`config.mk`:
```
export PLATFORM = sky130hd
export DESIGN_NAME = pwm_decoder_flat
export DESIGN_NICKNAME = d
export VERILOG_FILES = /design/src/rtl/pwm_decoder_if.sv /design/src/rtl/pwm_decoder.sv /design/src/flat_wrapper.sv
export SDC_FILE = /design/constraint.sdc
export NUM_CORES = 1
export LEC_CHECK = 0
export ABC_CLOCK_PERIOD_IN_PS = 1600
export CORE_MARGIN = 2
export CORE_UTILIZATION = 42
export DETAILED_ROUTE_END_ITERATION = 7
export DONT_BUFFER_PORTS = 1
export GPL_ROUTABILITY_DRIVEN = 0
export RECOVER_POWER = 50
export SYNTH_ARGS = -nofsm -noshare
export SYNTH_HDL_FRONTEND = slang
export SYNTH_SLANG_ARGS = --single-unit
```
`constraint.sdc`:
```
create_clock -name clk -period 1.6 [get_ports clk]
set_input_delay 0.24 -clock clk [delete_from_list [all_inputs] [get_ports clk]]
set_output_delay 0.24 -clock clk [all_outputs]
set_load 0.02 [all_outputs]
```
`src/rtl/pwm_decoder_if.sv`:
```
// Signal bundle for the PWM decoder: the raw PWM line in, decoded duty count and status out.
interface pwm_decoder_if #(
    parameter int WIDTH = 8
);
    logic             pwm_in;
    logic [WIDTH-1:0] value;
    logic             valid;
    logic             locked;
    logic             err;

    modport master (output pwm_in, input value, valid, locked, err);
    modport slave  (input pwm_in, output value, valid, locked, err);
endinterface

```
`src/rtl/pwm_decoder.sv`:
```
// Decodes a fixed-period PWM line (period 2**WIDTH clocks) into its duty count N,
// locking onto rising edges and flagging frames that break the framing rules.
module pwm_decoder #(
    parameter int SYNC_STAGES = 2,
    parameter int WIDTH       = 8
) (
    input  logic          clk,
    input  logic          reset,
    pwm_decoder_if.slave  bus
);
    localparam int unsigned      P     = 2 ** WIDTH;
    localparam logic [WIDTH:0]   L_MAX = (WIDTH + 1)'(P);
    localparam logic [WIDTH-1:0] H_MAX = '1;
    localparam logic [0:0]       HUNT    = 1'b0;
    localparam logic [0:0]       MEASURE = 1'b1;

    logic [SYNC_STAGES-1:0] sync_q;
    logic [SYNC_STAGES:0]   fill_q;
    logic                   s_prev_q;
    logic                   s;
    logic                   rise;

    logic [0:0]       state_q, state_d;
    logic [WIDTH:0]   l_q, l_d;
    logic [WIDTH-1:0] h_q, h_d, h_inc;
    logic [WIDTH-1:0] value_q, value_d;
    logic             valid_q, valid_d;
    logic             err_q, err_d;
    logic             locked_q, locked_d;

    assign s = sync_q[SYNC_STAGES-1];
    // fill_q marks when s_prev_q holds a real pin sample, so a line already high
    // at reset release is not mistaken for a rise against the cleared history.
    assign rise  = s & ~s_prev_q & fill_q[SYNC_STAGES];
    assign h_inc = (s && (h_q != H_MAX)) ? h_q + 1'b1 : h_q;

    always_comb begin
        state_d  = state_q;
        l_d      = l_q;
        h_d      = h_q;
        value_d  = value_q;
        valid_d  = 1'b0;
        err_d    = 1'b0;
        locked_d = locked_q;
        case (state_q)
            HUNT: begin
                if (rise) begin
                    state_d = MEASURE;
                    l_d     = (WIDTH + 1)'(1);
                    h_d     = (WIDTH)'(1);
                end
            end
            MEASURE: begin
                if (l_q == L_MAX) begin
                    if (s && !rise) begin
                        // Line stayed high across the boundary: no valid frame ends here.
                        err_d    = 1'b1;
                        locked_d = 1'b0;
                        state_d  = HUNT;
                        l_d      = '0;
                        h_d      = '0;
                    end else begin
                        value_d  = h_q;
                        valid_d  = 1'b1;
                        locked_d = 1'b1;
                        l_d      = (WIDTH + 1)'(1);
                        h_d      = {{(WIDTH - 1){1'b0}}, s};
                    end
                end else if (rise) begin
                    err_d    = 1'b1;
                    locked_d = 1'b0;
                    l_d      = (WIDTH + 1)'(1);
                    h_d      = (WIDTH)'(1);
                end else begin
                    l_d = l_q + 1'b1;
                    h_d = h_inc;
                end
            end
            default: state_d = HUNT;
        endcase
    end

    always_ff @(posedge clk) begin
        if (reset) begin
            sync_q   <= '0;
            fill_q   <= '0;
            s_prev_q <= 1'b0;
            state_q  <= HUNT;
            l_q      <= '0;
            h_q      <= '0;
            value_q  <= '0;
            valid_q  <= 1'b0;
            err_q    <= 1'b0;
            locked_q <= 1'b0;
        end else begin
            sync_q   <= {sync_q[SYNC_STAGES-2:0], bus.pwm_in};
            fill_q   <= {fill_q[SYNC_STAGES-1:0], 1'b1};
            s_prev_q <= s;
            state_q  <= state_d;
            l_q      <= l_d;
            h_q      <= h_d;
            value_q  <= value_d;
            valid_q  <= valid_d;
            err_q    <= err_d;
            locked_q <= locked_d;
        end
    end

    assign bus.value  = value_q;
    assign bus.valid  = valid_q;
    assign bus.err    = err_q;
    assign bus.locked = locked_q;
endmodule
```
`src/flat_wrapper.sv`:
```
// flat-port wrapper written by rule: the top's interface ports become plain ports
module pwm_decoder_flat 
#(
    parameter int SYNC_STAGES = 2,
    parameter int WIDTH       = 8
)
  (clk, reset, bus_pwm_in, bus_value, bus_valid, bus_locked, bus_err);
  pwm_decoder_if #(.WIDTH(WIDTH)) bus_i ();
  input  logic clk;
  input  logic reset;
  input wire logic [$bits(bus_i.pwm_in)-1:0] bus_pwm_in;
  output wire logic [$bits(bus_i.value)-1:0] bus_value;
  output wire logic [$bits(bus_i.valid)-1:0] bus_valid;
  output wire logic [$bits(bus_i.locked)-1:0] bus_locked;
  output wire logic [$bits(bus_i.err)-1:0] bus_err;
  assign bus_i.pwm_in = bus_pwm_in;
  assign bus_value = bus_i.value;
  assign bus_valid = bus_i.valid;
  assign bus_locked = bus_i.locked;
  assign bus_err = bus_i.err;
  pwm_decoder #(.SYNC_STAGES(SYNC_STAGES), .WIDTH(WIDTH)) u_core (.clk(clk), .reset(reset), .bus(bus_i));
endmodule
```
==> results.py, run 1 <==
metrics = {
    "pwr": {
        "power_report.internal_total_w": 0.001375,
        "p_sw_w": 0.0003859,
        "power.ir.vdd_worst_mv": 0.7285,
        "clock_power_share_pct": 45.4,
        "power_frac_comb_pct": 4.5,
        "power_leakage_nw": 0.8820,
        "powerDensity_nw_per_um2": 781.2,
        "power.share.sequential_pct": 50.1,
        "switching_share_pct": 21.91,
    },
    "synthesis": {
        "yosys-top-cells-area": "sky130_fd_sc_hd__dfxtp_1, sky130_fd_sc_hd__mux2i_1, sky130_fd_sc_hd__nor2_1",
        "synth_async_sr_flop_share_pct": 0,
        "synth.area.mux_share_pct": 4.923,
        "synth_nets": 184,
        "synth_top_family_by_area": "simple AND/OR/NAND/NOR gates",
        "yosysTopAreaCell": "sky130_fd_sc_hd__dfxtp_1",
        "netlist_instances": 178,
        "post_synth.cell_area_avg_sq_um": 9.138,
        "area_fraction_in_compound_gates_after_synthesis_pct": 19.08,
        "synth-xor-area-share_pct": 1.615,
        "synthAdderAreaFrac_pct": 2.308,
        "synth_cell_types": 43,
        "ys_dominant_reg_cell": "sky130_fd_sc_hd__dfxtp_1",
        "yosysWarnings": 0,
        "synth-edff-count": 0,
        "postSynthRegisterBits": 35,
        "yosys.area_share.simple_pct": 24.54,
        "yosys.area.top_type_share_pct": 43.08,
        "yosysSeqAreaShare_pct": 43.08,
        "mappedNetlistArea_sq_um": 1627,
    },
    "flow_run": {
        "max_cap_violations": 0,
    },
    "setup_path": {
        "arrival_ns": 1.98,
        "critPathKind": "reg -> reg",
        "r2r_slack_ns": -0.18,
        "crit_chain": "inv_2 -> ha_4 -> nor4b_4 -> buf_4 -> a2111oi_4 -> buf_4 -> a41oi_2 -> a31oi_1",
        "worst_setup_path_startpoint": "u_core.l_q[0]$_SDFFE_PP0P_",
        "startpoint_type": "register",
        "critical_path.endpoint_type": "register",
        "worst-path-max-fanout": 5,
        "critical_path.slowest_cell": "sky130_fd_sc_hd__a2111oi_4",
        "r2r_startpoint": "u_core.l_q[0]$_SDFFE_PP0P_",
        "crit_path_required_time_ns": 1.81,
        "worst_path_most_repeated_cell": "sky130_fd_sc_hd__buf_4",
        "delay_of_the_slowest_cell_on_the_worst_path_ns": 0.40,
    },
    "die": {
        "die-height_microns": 66.23,
        "die-width_microns": 66.23,
        "floorplan.io_pins": 14,
        "initial_utilization_pct": 44.10,
        "fp.coreArea_sq_um": 3689,
        "rows": 22,
        "die_area_sq_um": 4386,
    },
    "drt": {
        "routedWlPerCell_microns": 15.83,
        "dr_total_vias": 1471,
        "postRouteAntennaNets": 0,
        "postRouteWirelength_mm": 4.196,
        "vias_per_cell": 5.551,
        "drtPass1Iterations": 4,
        "drc_errors": 0,
        "drt_iter0_drc": 71,
    },
    "timing": {
        "fin_ws_ns": -0.1759,
        "clock-skew-final_ns": 0.006074,
        "period_share_pct": 111.0,
        "unrepaired_setup_endpoints_after_global_routing": "yes",
        "finalMaxSlewViolations": 0,
        "setup_viol": 20,
        "final_hold_viols": 0,
        "tightest_slew_ns": 0.7062,
        "finalSetupTns_ns": -1.800,
        "worst_slew_margin_rel_pct": 52.76,
        "fmax_ghz": 0.5631,
        "layout_min_cycle_time_ns": 1.776,
    },
    "global_routing": {
        "globalRouteTotalUtil_pct": 20.86,
        "globalRouteOverflowTotal": 0,
        "grt_pass1_wl_mm": 6.789,
        "grt_max_degree": 27,
        "antenna_found_initial": 0,
        "grt_pass1_vias": 1393,
    },
    "clock_network": {
        "numClockSinks": 35,
        "cts_root_buffer": "sky130_fd_sc_hd__clkbuf_8",
        "cts.htree.levels": 2,
        "clkTransAtPathRegs_ns": 0.07,
        "worst_skew_pair.late_latency_ns": 0.29,
        "total_clock_buffers_created_by_cts": 5,
        "maximum_clock_path_buffer_count": 2,
        "cts_tree": "built",
    },
    "cells_and_area": {
        "drive_above_1_share_pct": 36.87,
        "flow.area_growth_from_synthesis_pct": 38.62,
        "design.final.nets": 222,
        "antenna_cells": 0,
    },
    "hold_path": {
        "type_of_the_tightest_min_delay_check": "in -> reg",
        "holdCritStartpoint": "reset",
    },
    "place": {
        "dpl.hpwl_mm": 2.651,
        "pre_cts_slack_ns": -0.09785,
        "place.port_buffers": 0,
    },
    "status": {
        "failed_checks": "negative setup slack",
        "run_status": "complete, but fails checks",
    },
}
## through the flow
stage | utilization (%) | area [sq um] | hold slack, ns | cells | power (W)
6_report | 61.13 | 2255 | 0.01071 | 265 | 0.001761
4_1_cts | 56.89 | 2098 | 0.001369 | 260 | 0.001749
3_5_place_dp | 50.31 | 1856 | 0.3117 | 245 | 0.0009498
5_1_grt | 61.13 | 2255 | 0.0005579 | 265 | 0.001831
3_3_place_gp | 50.31 | 1856 | 0.3085 | 245 | 0.0009488
2_1_floorplan | - | 1632 | 0.3682 | 178 | 0.0009405
## power groups by stage
stage                     sequential [W]  combinational [W]  clock, W
after floorplan                 0.000903          0.0000375         0
after global placement          0.000903          0.0000456         0
after detailed placement        0.000903          0.0000465         0
after CTS                       0.000883          0.0000542  0.000812
after global routing            0.000884          0.0000855  0.000862
final                           0.000883          0.0000785  0.000800
## worst paths after layout
kind                                                     to  depth (start not counted)
worst min register to register  u_core.sync_q[1]$_SDFF_PP0_                          1
worst max register to register   u_core.l_q[6]$_SDFFE_PP0P_                          8
worst min-delay path            u_core.sync_q[1]$_SDFF_PP0_                          1
worst max-delay path             u_core.l_q[6]$_SDFFE_PP0P_                          8
## cell usage after synthesis (2+ instances only)
cell                         n
sky130_fd_sc_hd__nand2b_1    2
sky130_fd_sc_hd__nand2_1    14
sky130_fd_sc_hd__buf_2       3
sky130_fd_sc_hd__and3_1      4
sky130_fd_sc_hd__nor4b_4     2
sky130_fd_sc_hd__nor2b_1     7
sky130_fd_sc_hd__ha_1        3
sky130_fd_sc_hd__nand4_1     6
sky130_fd_sc_hd__a21oi_1     8
sky130_fd_sc_hd__nand3_1    11
sky130_fd_sc_hd__a311oi_1    4
sky130_fd_sc_hd__and2_1      2
sky130_fd_sc_hd__nor2_1     17
sky130_fd_sc_hd__o21ai_0     7
sky130_fd_sc_hd__clkbuf_1    4
sky130_fd_sc_hd__a41oi_1     2
sky130_fd_sc_hd__a31oi_1     5
sky130_fd_sc_hd__dfxtp_1    35
sky130_fd_sc_hd__xor2_1      2
sky130_fd_sc_hd__a21oi_2     2
sky130_fd_sc_hd__inv_1       7
sky130_fd_sc_hd__o2111ai_1   2
sky130_fd_sc_hd__mux2i_1     8
sky130_fd_sc_hd__o41ai_1     2
## registers in the layout (all words and copies together), names as in the netlist
signal and flops:
u_core.sync_q 2, u_core.bus.valid 1, u_core.bus.locked 1, u_core.fill_q 3
u_core.bus.value 8, u_core.state_q 1, u_core.bus.err 1, u_core.l_q 9
u_core.h_q 8, u_core.s_prev_q 1
## critical path, delay by kind of cell, from the launching register on
family,cells,cell delay (ns)
buffers and inverters,3,0.40
and+or+nand+nor,1,0.13
adders and majority gates,1,0.15
DFF,1,0.34
AOI/OAI and AO/OA,3,0.67
## area by class of cell
class / instances / area (sq um)
clock buffer: 5 / 68.82
clock inverter: 3 / 43.79
fill: 329 / 1434
inverter: 7 / 26.28
multi-input combinational: 127 / 1023
sequential: 35 / 705.7
tap: 48 / 60.06
timing repair buffer: 40 / 326.6
## kinds of logic after synthesis
group | count (synthesis)
AND/OR/NAND/NOR | 72
AO/OA/AOI/OAI | 41
flip-flops | 35
buffers and inverters | 16
multiplexers | 8
XOR/XNOR | 3
adder cells (fa/ha/maj) | 3
## cell usage in the layout (no fill, tap or decap), types with 2 or more instances in the layout
cell                       instances
sky130_fd_sc_hd__inv_1             5
sky130_fd_sc_hd__buf_6             7
sky130_fd_sc_hd__dfxtp_1          31
sky130_fd_sc_hd__dfxtp_2           4
sky130_fd_sc_hd__and2_1            2
sky130_fd_sc_hd__a31oi_1           5
sky130_fd_sc_hd__o21ai_1           4
sky130_fd_sc_hd__nand3_2           3
sky130_fd_sc_hd__nor2b_1           6
sky130_fd_sc_hd__a21oi_2           4
sky130_fd_sc_hd__ha_1              2
sky130_fd_sc_hd__nand4_1           6
sky130_fd_sc_hd__inv_2             2
sky130_fd_sc_hd__xor2_1            2
sky130_fd_sc_hd__clkbuf_8          5
sky130_fd_sc_hd__nand2b_1          2
sky130_fd_sc_hd__a311oi_2          2
sky130_fd_sc_hd__a21oi_1           5
sky130_fd_sc_hd__nand3_1           7
sky130_fd_sc_hd__nor2_1           17
sky130_fd_sc_hd__mux2i_1           8
sky130_fd_sc_hd__a311oi_1          2
sky130_fd_sc_hd__nor4b_4           2
sky130_fd_sc_hd__buf_4            31
sky130_fd_sc_hd__nand2_1          13
sky130_fd_sc_hd__o21ai_0           2
sky130_fd_sc_hd__and3_1            4
## repair_timing
| item | 4_1_cts | 5_1_grt |
|---|---|---|
| setup endpoints to repair | 16 | 27 |
| endpoints found under the hold margin | 0 | 17 |
| pin swaps | 9 | 11 |
| buffers inserted | 6 | 4 |
| gates cloned | 2 | 0 |
| hold buffers | 0 | 1 |
| gates resized for setup | 18 | 25 |
## per-layer routing
layer | up-vias | GRT usage [%] | share of wire, %
li1 | 725 | - | -
met2 | 30 | 30.38 | 46
met5 | - | 0 | 0
met4 | 0 | 7.398 | 1.5
met3 | 9 | 6.644 | 4.1
met1 | 707 | 28.72 | 49
Note: power is estimated with default switching activity, not from simulation.
==> inputs of run 2 (changes only) <==
--- a/config.mk
+++ b/config.mk
@@ -5,13 +5,16 @@
 export SDC_FILE = /design/constraint.sdc
 export NUM_CORES = 1
 export LEC_CHECK = 0
+export ABC_AREA = 1
 export ABC_CLOCK_PERIOD_IN_PS = 1600
 export CORE_MARGIN = 2
 export CORE_UTILIZATION = 42
+export CTS_BUF_LIST = sky130_fd_sc_hd__clkbuf_4
 export DETAILED_ROUTE_END_ITERATION = 7
 export DONT_BUFFER_PORTS = 1
 export GPL_ROUTABILITY_DRIVEN = 0
 export RECOVER_POWER = 50
+export SLEW_MARGIN = 10
 export SYNTH_ARGS = -nofsm -noshare
 export SYNTH_HDL_FRONTEND = slang
 export SYNTH_SLANG_ARGS = --single-unit
==> run 2 against run 1 <==
The flow now finishes without violations. Worst hold slack improved by 0.061 ns. Flip-flop and latch count unchanged. Synthesized cell count increased by 37%. Combinational power decreased by 17%. Die area increased by 1.0%. Power decreased by 21%. Register-to-register slack improved by 0.31 ns. Non-clock buffer count decreased by 22. Routed wire length decreased by 17%. Global-route usage decreased by 3.9 points. Largest cell class unchanged.
==> results.py, run 2 <==
metrics = {
    "clock_network": {
        "cts.htree.levels": 2,
        "total_clock_buffers_created_by_cts": 5,
        "worst_skew_pair.late_latency_ns": 0.33,
        "cts_root_buffer": "sky130_fd_sc_hd__clkbuf_4",
        "cts_tree": "built",
        "numClockSinks": 35,
        "clkTransAtPathRegs_ns": 0.11,
        "maximum_clock_path_buffer_count": 2,
    },
    "cells_and_area": {
        "design.final.nets": 269,
        "finish.instance_area_sq_um": 1896,
        "largest_reg_flops": 9,
        "layout.cells.most_common": "sky130_fd_sc_hd__nand2_1",
        "layout.filler_cells": 384,
        "largest-register": "u_core.l_q",
        "flow.area_growth_from_synthesis_pct": 15.30,
        "antenna_cells": 0,
        "layout_common_cells": "sky130_fd_sc_hd__nand2_1, sky130_fd_sc_hd__nor2_1, sky130_fd_sc_hd__dfxtp_1, sky130_fd_sc_hd__inv_1, sky130_fd_sc_hd__nand3_1",
        "drive_above_1_share_pct": 13.69,
        "stdcell_count": 311,
    },
    "timing": {
        "layout_min_cycle_time_ns": 1.464,
        "final_hold_viols": 0,
        "tightest_slew_ns": 0.3884,
        "fmax_ghz": 0.6833,
        "finalSetupTns_ns": 0,
        "worst_slew_margin_rel_pct": 74.02,
        "period_share_pct": 91.47,
        "finalMaxSlewViolations": 0,
        "clock-skew-final_ns": 0.007536,
        "setup_viol": 0,
    },
    "setup_path": {
        "crit_path_required_time_ns": 1.87,
        "startpoint_type": "register",
        "critical_path.endpoint_type": "register",
        "critPathKind": "reg -> reg",
        "worst-path-max-fanout": 6,
        "arrival_ns": 1.74,
    },
    "die": {
        "die-width_microns": 66.57,
        "initial_utilization_pct": 44.24,
        "rows": 22,
        "die_area_sq_um": 4431,
        "fp.coreArea_sq_um": 3716,
        "die-height_microns": 66.57,
        "floorplan.io_pins": 14,
    },
    "pwr": {
        "power.ir.vdd_worst_mv": 0.3196,
        "powerDensity_nw_per_um2": 733.6,
        "power_leakage_nw": 0.8418,
    },
    "hold_path": {
        "type_of_the_tightest_min_delay_check": "in -> reg",
    },
    "global_routing": {
        "grt_pass1_vias": 1329,
        "grt_pass1_wl_mm": 5.761,
        "antenna_found_initial": 0,
        "globalRouteTotalUtil_pct": 17.00,
        "grt_max_degree": 18,
        "globalRouteOverflowTotal": 0,
    },
    "place": {
        "place_inst": 299,
        "dpl.hpwl_mm": 2.448,
        "place.port_buffers": 0,
        "postPlaceCellArea_sq_um": 1767,
    },
    "drt": {
        "dr_total_vias": 1480,
        "drtPass1Iterations": 4,
        "drt_iter0_drc": 91,
        "postRouteWirelength_mm": 3.467,
        "routedWlPerCell_microns": 11.15,
        "vias_per_cell": 4.759,
        "postRouteAntennaNets": 0,
        "drc_errors": 0,
    },
    "synthesis": {
        "yosysSeqAreaShare_pct": 42.62,
        "synth_nets": 250,
        "yosys-top-cells-area": "sky130_fd_sc_hd__dfxtp_1, sky130_fd_sc_hd__nand2_1, sky130_fd_sc_hd__nor2_1",
        "ys_top_cells_by_count": "sky130_fd_sc_hd__nand2_1, sky130_fd_sc_hd__nor2_1, sky130_fd_sc_hd__dfxtp_1",
        "postSynthRegisterBits": 35,
        "yosys.area.top_type_share_pct": 42.62,
        "yosysTopAreaCell": "sky130_fd_sc_hd__dfxtp_1",
        "synth_async_sr_flop_share_pct": 0,
        "synth-edff-count": 0,
        "post_synth.cell_area_avg_sq_um": 6.738,
        "ys_dominant_reg_cell": "sky130_fd_sc_hd__dfxtp_1",
        "yosysWarnings": 0,
        "netlist_instances": 244,
        "mappedNetlistArea_sq_um": 1644,
        "synth_cell_types": 22,
        "synth_most_common_cell": "sky130_fd_sc_hd__nand2_1",
    },
    "status": {
        "run_status": "complete, no violations",
    },
    "flow_run": {
        "max_cap_violations": 0,
    },
}
==> run 2: final timing paths <==
check / cells after the start / from / end / slack [ns]
min: 1 / reset / u_core.fill_q[0]$_DFF_P_ / 0.07
max: 11 / u_core.l_q[0]$_SDFFE_PP0P_ / u_core.h_q[5]$_SDFFE_PP0P_ / 0.14
min reg2reg: 2 / u_core.sync_q[0]$_SDFF_PP0_ / u_core.sync_q[1]$_SDFF_PP0_ / 0.41
max reg2reg: 11 / u_core.l_q[0]$_SDFFE_PP0P_ / u_core.h_q[5]$_SDFFE_PP0P_ / 0.14
==> run 2: metal layers <==
layer  up-vias  routed length, microns  part of all wire [%]  track usage (%)
li1        803                       -                     -                -
met2        25                    1495                    43            27.00
met5         -                       0                     0                0
met1       646                    1791                    52            21.82
met4         0                      61                   1.8            6.122
met3         6                     119                   3.4            4.899
==> run 2: metrics by stage <==
stage	util [%]	worst slack [ns]	hold WS (ns)	total power, W
4_1_cts	49.06	0.03420	0.0006187	0.001399
6_report	51.01	0.1365	0.07165	0.001391
3_5_place_dp	47.54	0.07260	0.3140	0.0009531
2_1_floorplan	-	0.2056	0.3470	0.0009404
5_1_grt	51.01	-0.01123	0.06758	0.001458
3_3_place_gp	47.54	0.1523	0.3120	0.0009526
==> run 2: cell families (layout without fill, tap and decap cells) <==
kind of cell / after synthesis / after routing / share of synthesized area [%]
AND/OR/NAND/NOR: 136 / 136 / 35.01
buffers and inverters: 41 / 60 / 10.88
flip-flops: 35 / 35 / 42.62
AO/OA/AOI/OAI: 29 / 29 / 9.209
adder cells (fa/ha/maj): 3 / 3 / 2.283
==> run 2: timing repair <==
| action | 4_1_cts | 5_1_grt |
|---|---|---|
| buffers inserted | 0 | 2 |
| hold endpoints to repair | 10 | 1 |
| resized for setup | 0 | 9 |
| hold buffers | 1 | 1 |
| endpoints found under the setup margin | 0 | 21 |
==> run 2: layout make-up <==
cell class	instances	area, sq um	share of cell area (%)
clock buffer	5	37.54	1.980
clock inverter	2	8.758	0.4620
inverter	35	131.4	6.931
multi-input combinational	168	782.0	41.25
sequential	35	701.9	37.03
tap	48	60.06	3.168
timing repair buffer	18	173.9	9.175
==> run 2: where the power goes <==
group	internal [W]	switching, W
Sequential	0.000879	0.00000360
Clock	0.000156	0.000287
Combinational	0.0000277	0.0000375
Total	0.00106	0.000328
==> run 2: worst max-delay path: stages (launching register included) <==
cell and delay [ns]:
sky130_fd_sc_hd__dfxtp_2 0.34, sky130_fd_sc_hd__inv_1 0.05, sky130_fd_sc_hd__ha_1 0.19, sky130_fd_sc_hd__nand2_1 0.08
sky130_fd_sc_hd__nor2_2 0.04, sky130_fd_sc_hd__nand2_2 0.07, sky130_fd_sc_hd__buf_4 0.13, sky130_fd_sc_hd__nand3_4 0.11
sky130_fd_sc_hd__clkbuf_16 0.17, sky130_fd_sc_hd__nand3_1 0.06, sky130_fd_sc_hd__nand2_1 0.05, sky130_fd_sc_hd__nor2_1 0.10
==> inputs of run 3 (changes only) <==
--- a/config.mk
+++ b/config.mk
@@ -7,6 +7,7 @@
 export LEC_CHECK = 0
 export ABC_AREA = 1
 export ABC_CLOCK_PERIOD_IN_PS = 1600
+export CORE_ASPECT_RATIO = 0.75
 export CORE_MARGIN = 2
 export CORE_UTILIZATION = 42
 export CTS_BUF_LIST = sky130_fd_sc_hd__clkbuf_4
==> run 3 against run 2 <==
Clock power rose by 40%. Largest power group unchanged. Worst hold slack improved by 0.029 ns. Non-clock buffer count rose by 3. First-iteration DRC count rose by 40%. Final area rose by 3.0%. Setup slack got worse by 0.0061 ns. Flip-flop and latch count did not move. Largest cell class unchanged. Power rose by 13%.
==> results.py, run 3 (synthesis gave the netlist of run 2 again) <==
metrics = {
    "clock_network": {
        "total_clock_buffers_created_by_cts": 5,
        "cts_root_buffer": "sky130_fd_sc_hd__clkbuf_4",
        "maximum_clock_path_buffer_count": 2,
        "cts.htree.levels": 2,
        "worst_skew_pair.late_latency_ns": 0.33,
        "clkTransAtPathRegs_ns": 0.10,
        "cts_tree": "built",
        "numClockSinks": 35,
    },
    "place": {
        "pre_cts_slack_ns": -0.003105,
        "place.port_buffers": 0,
        "dpl.hpwl_mm": 2.619,
    },
    "timing": {
        "period_share_pct": 91.85,
        "unrepaired_setup_endpoints_after_global_routing": "no",
        "clock-skew-final_ns": 0.002310,
        "fmax_ghz": 0.6804,
        "fin_ws_ns": 0.1304,
        "layout_min_cycle_time_ns": 1.470,
        "worst_slew_margin_rel_pct": 72.42,
        "final_hold_viols": 0,
        "finalMaxSlewViolations": 0,
        "tightest_slew_ns": 0.4132,
        "setup_viol": 0,
    },
    "flow_run": {
        "max_cap_violations": 0,
    },
    "setup_path": {
        "worst-path-max-fanout": 6,
        "startpoint_type": "register",
        "critical_path.endpoint_type": "register",
        "critPathKind": "reg -> reg",
        "arrival_ns": 1.74,
        "crit_path_required_time_ns": 1.87,
    },
    "drt": {
        "routedWlPerCell_microns": 12.09,
        "dr_total_vias": 1512,
        "drt_iter0_drc": 127,
        "postRouteWirelength_mm": 3.844,
        "drc_errors": 0,
        "postRouteAntennaNets": 0,
        "vias_per_cell": 4.755,
        "drtPass1Iterations": 4,
    },
    "global_routing": {
        "globalRouteOverflowTotal": 0,
        "grt_max_degree": 13,
        "grt_pass1_wl_mm": 6.492,
        "grt_pass1_vias": 1425,
        "globalRouteTotalUtil_pct": 18.34,
        "antenna_found_initial": 0,
    },
    "pwr": {
        "power.ir.vdd_worst_mv": 0.5664,
        "powerDensity_nw_per_um2": 803.6,
        "total_power_w": 0.001569,
        "power_leakage_nw": 0.8704,
    },
    "die": {
        "die-height_microns": 58.19,
        "initial_utilization_pct": 44.33,
        "die-width_microns": 76.25,
        "floorplan.io_pins": 14,
        "die_area_sq_um": 4436,
        "rows": 19,
        "fp.coreArea_sq_um": 3709,
    },
    "cells_and_area": {
        "largest-register": "u_core.l_q",
        "multiInputGateArea_sq_um": 800.8,
        "design.final.nets": 272,
        "largest_reg_flops": 9,
        "antenna_cells": 0,
        "drive_above_1_share_pct": 16.92,
        "layout.cells.most_common": "sky130_fd_sc_hd__nand2_1",
        "layout_common_cells": "sky130_fd_sc_hd__nand2_1, sky130_fd_sc_hd__nor2_1, sky130_fd_sc_hd__dfxtp_1, sky130_fd_sc_hd__inv_1, sky130_fd_sc_hd__nand3_1",
        "layout.filler_cells": 393,
        "flow.area_growth_from_synthesis_pct": 18.72,
        "register_area_sq_um": 703.2,
    },
    "status": {
        "run_status": "complete, no violations",
    },
    "hold_path": {
        "type_of_the_tightest_min_delay_check": "in -> reg",
    },
}
==> run 3: cell types whose count changed in the layout (fill, tap and decap cells not counted), sizes merged <==
cell	previous run	this run
buf	15	18
bufinv	0	1
clkbuf	6	7
clkinv	2	0
==> run 3: area by class of cell <==
class / instances / area share [%]
inverter: 35 / 6.859
tap: 52 / 3.333
clock inverter: 1 / 1.538
multi-input combinational: 168 / 41.03
timing repair buffer: 21 / 8.910
sequential: 35 / 36.03
clock buffer: 6 / 2.308
==> run 3: routing by layer <==
layer  vias up  wire [microns]  GRT usage, %
met1       656            1998         24.90
li1        804               -             -
met3         9             241         6.386
met2        43            1543         27.43
met5         -               0             0
met4         0              61         6.234
==> run 3: path summary, 6_finish.rpt <==
check,slack (ns),start,depth (start not counted),end
setup / recovery,0.13,u_core.h_q[0]$_SDFFE_PP0P_,10,u_core.h_q[4]$_SDFFE_PP0P_
hold / removal,0.10,reset,2,u_core.l_q[3]$_SDFFE_PP0P_
setup reg to reg,0.13,u_core.h_q[0]$_SDFFE_PP0P_,10,u_core.h_q[4]$_SDFFE_PP0P_
hold reg to reg,0.41,u_core.fill_q[0]$_DFF_P_,2,u_core.fill_q[1]$_SDFF_PP0_
==> run 3: critical path: stages (launching register included) <==
cell	delay, ns
sky130_fd_sc_hd__dfxtp_1	0.36
sky130_fd_sc_hd__ha_1	0.18
sky130_fd_sc_hd__nand2_1	0.09
sky130_fd_sc_hd__nor2_2	0.13
sky130_fd_sc_hd__nand2_1	0.07
sky130_fd_sc_hd__nand2_1	0.10
sky130_fd_sc_hd__nand3_4	0.09
sky130_fd_sc_hd__buf_4	0.17
sky130_fd_sc_hd__nand3_1	0.07
sky130_fd_sc_hd__nand2_1	0.05
sky130_fd_sc_hd__nor2_1	0.11
==> run 3: where the power goes <==
part / switching [W] / internal [W] / leakage, nW
Combinational: 0.0000406 / 0.0000249 / 0.544
Clock: 0.000282 / 0.000339 / 0.0417
Sequential: 0.00000369 / 0.000879 / 0.284
Total: 0.000326 / 0.00124 / 0.870
==> run 3: timing repair <==
item	in CTS	in global routing
setup buffers	1	3
setup endpoints to repair	8	25
hold buffers	2	0
cloned	0	1
pin swaps	1	4
gates resized for setup	0	19
hold endpoints to repair	10	0
==> run 3: through the flow <==
step / cells / utilization (%) / cell area (sq um) / setup TNS (ns) / hold slack (ns)
after global routing: 318 / 52.63 / 1952 / 0 / 0.09969
after global placement: 304 / 47.64 / 1767 / 0 / 0.3108
final: 318 / 52.63 / 1952 / 0 / 0.1003
after detailed placement: 304 / 47.64 / 1767 / -0.005944 / 0.3139
after CTS: 314 / 50.40 / 1869 / 0 / 0.09418
after floorplan: 244 / - / 1644 / 0 / 0.3470
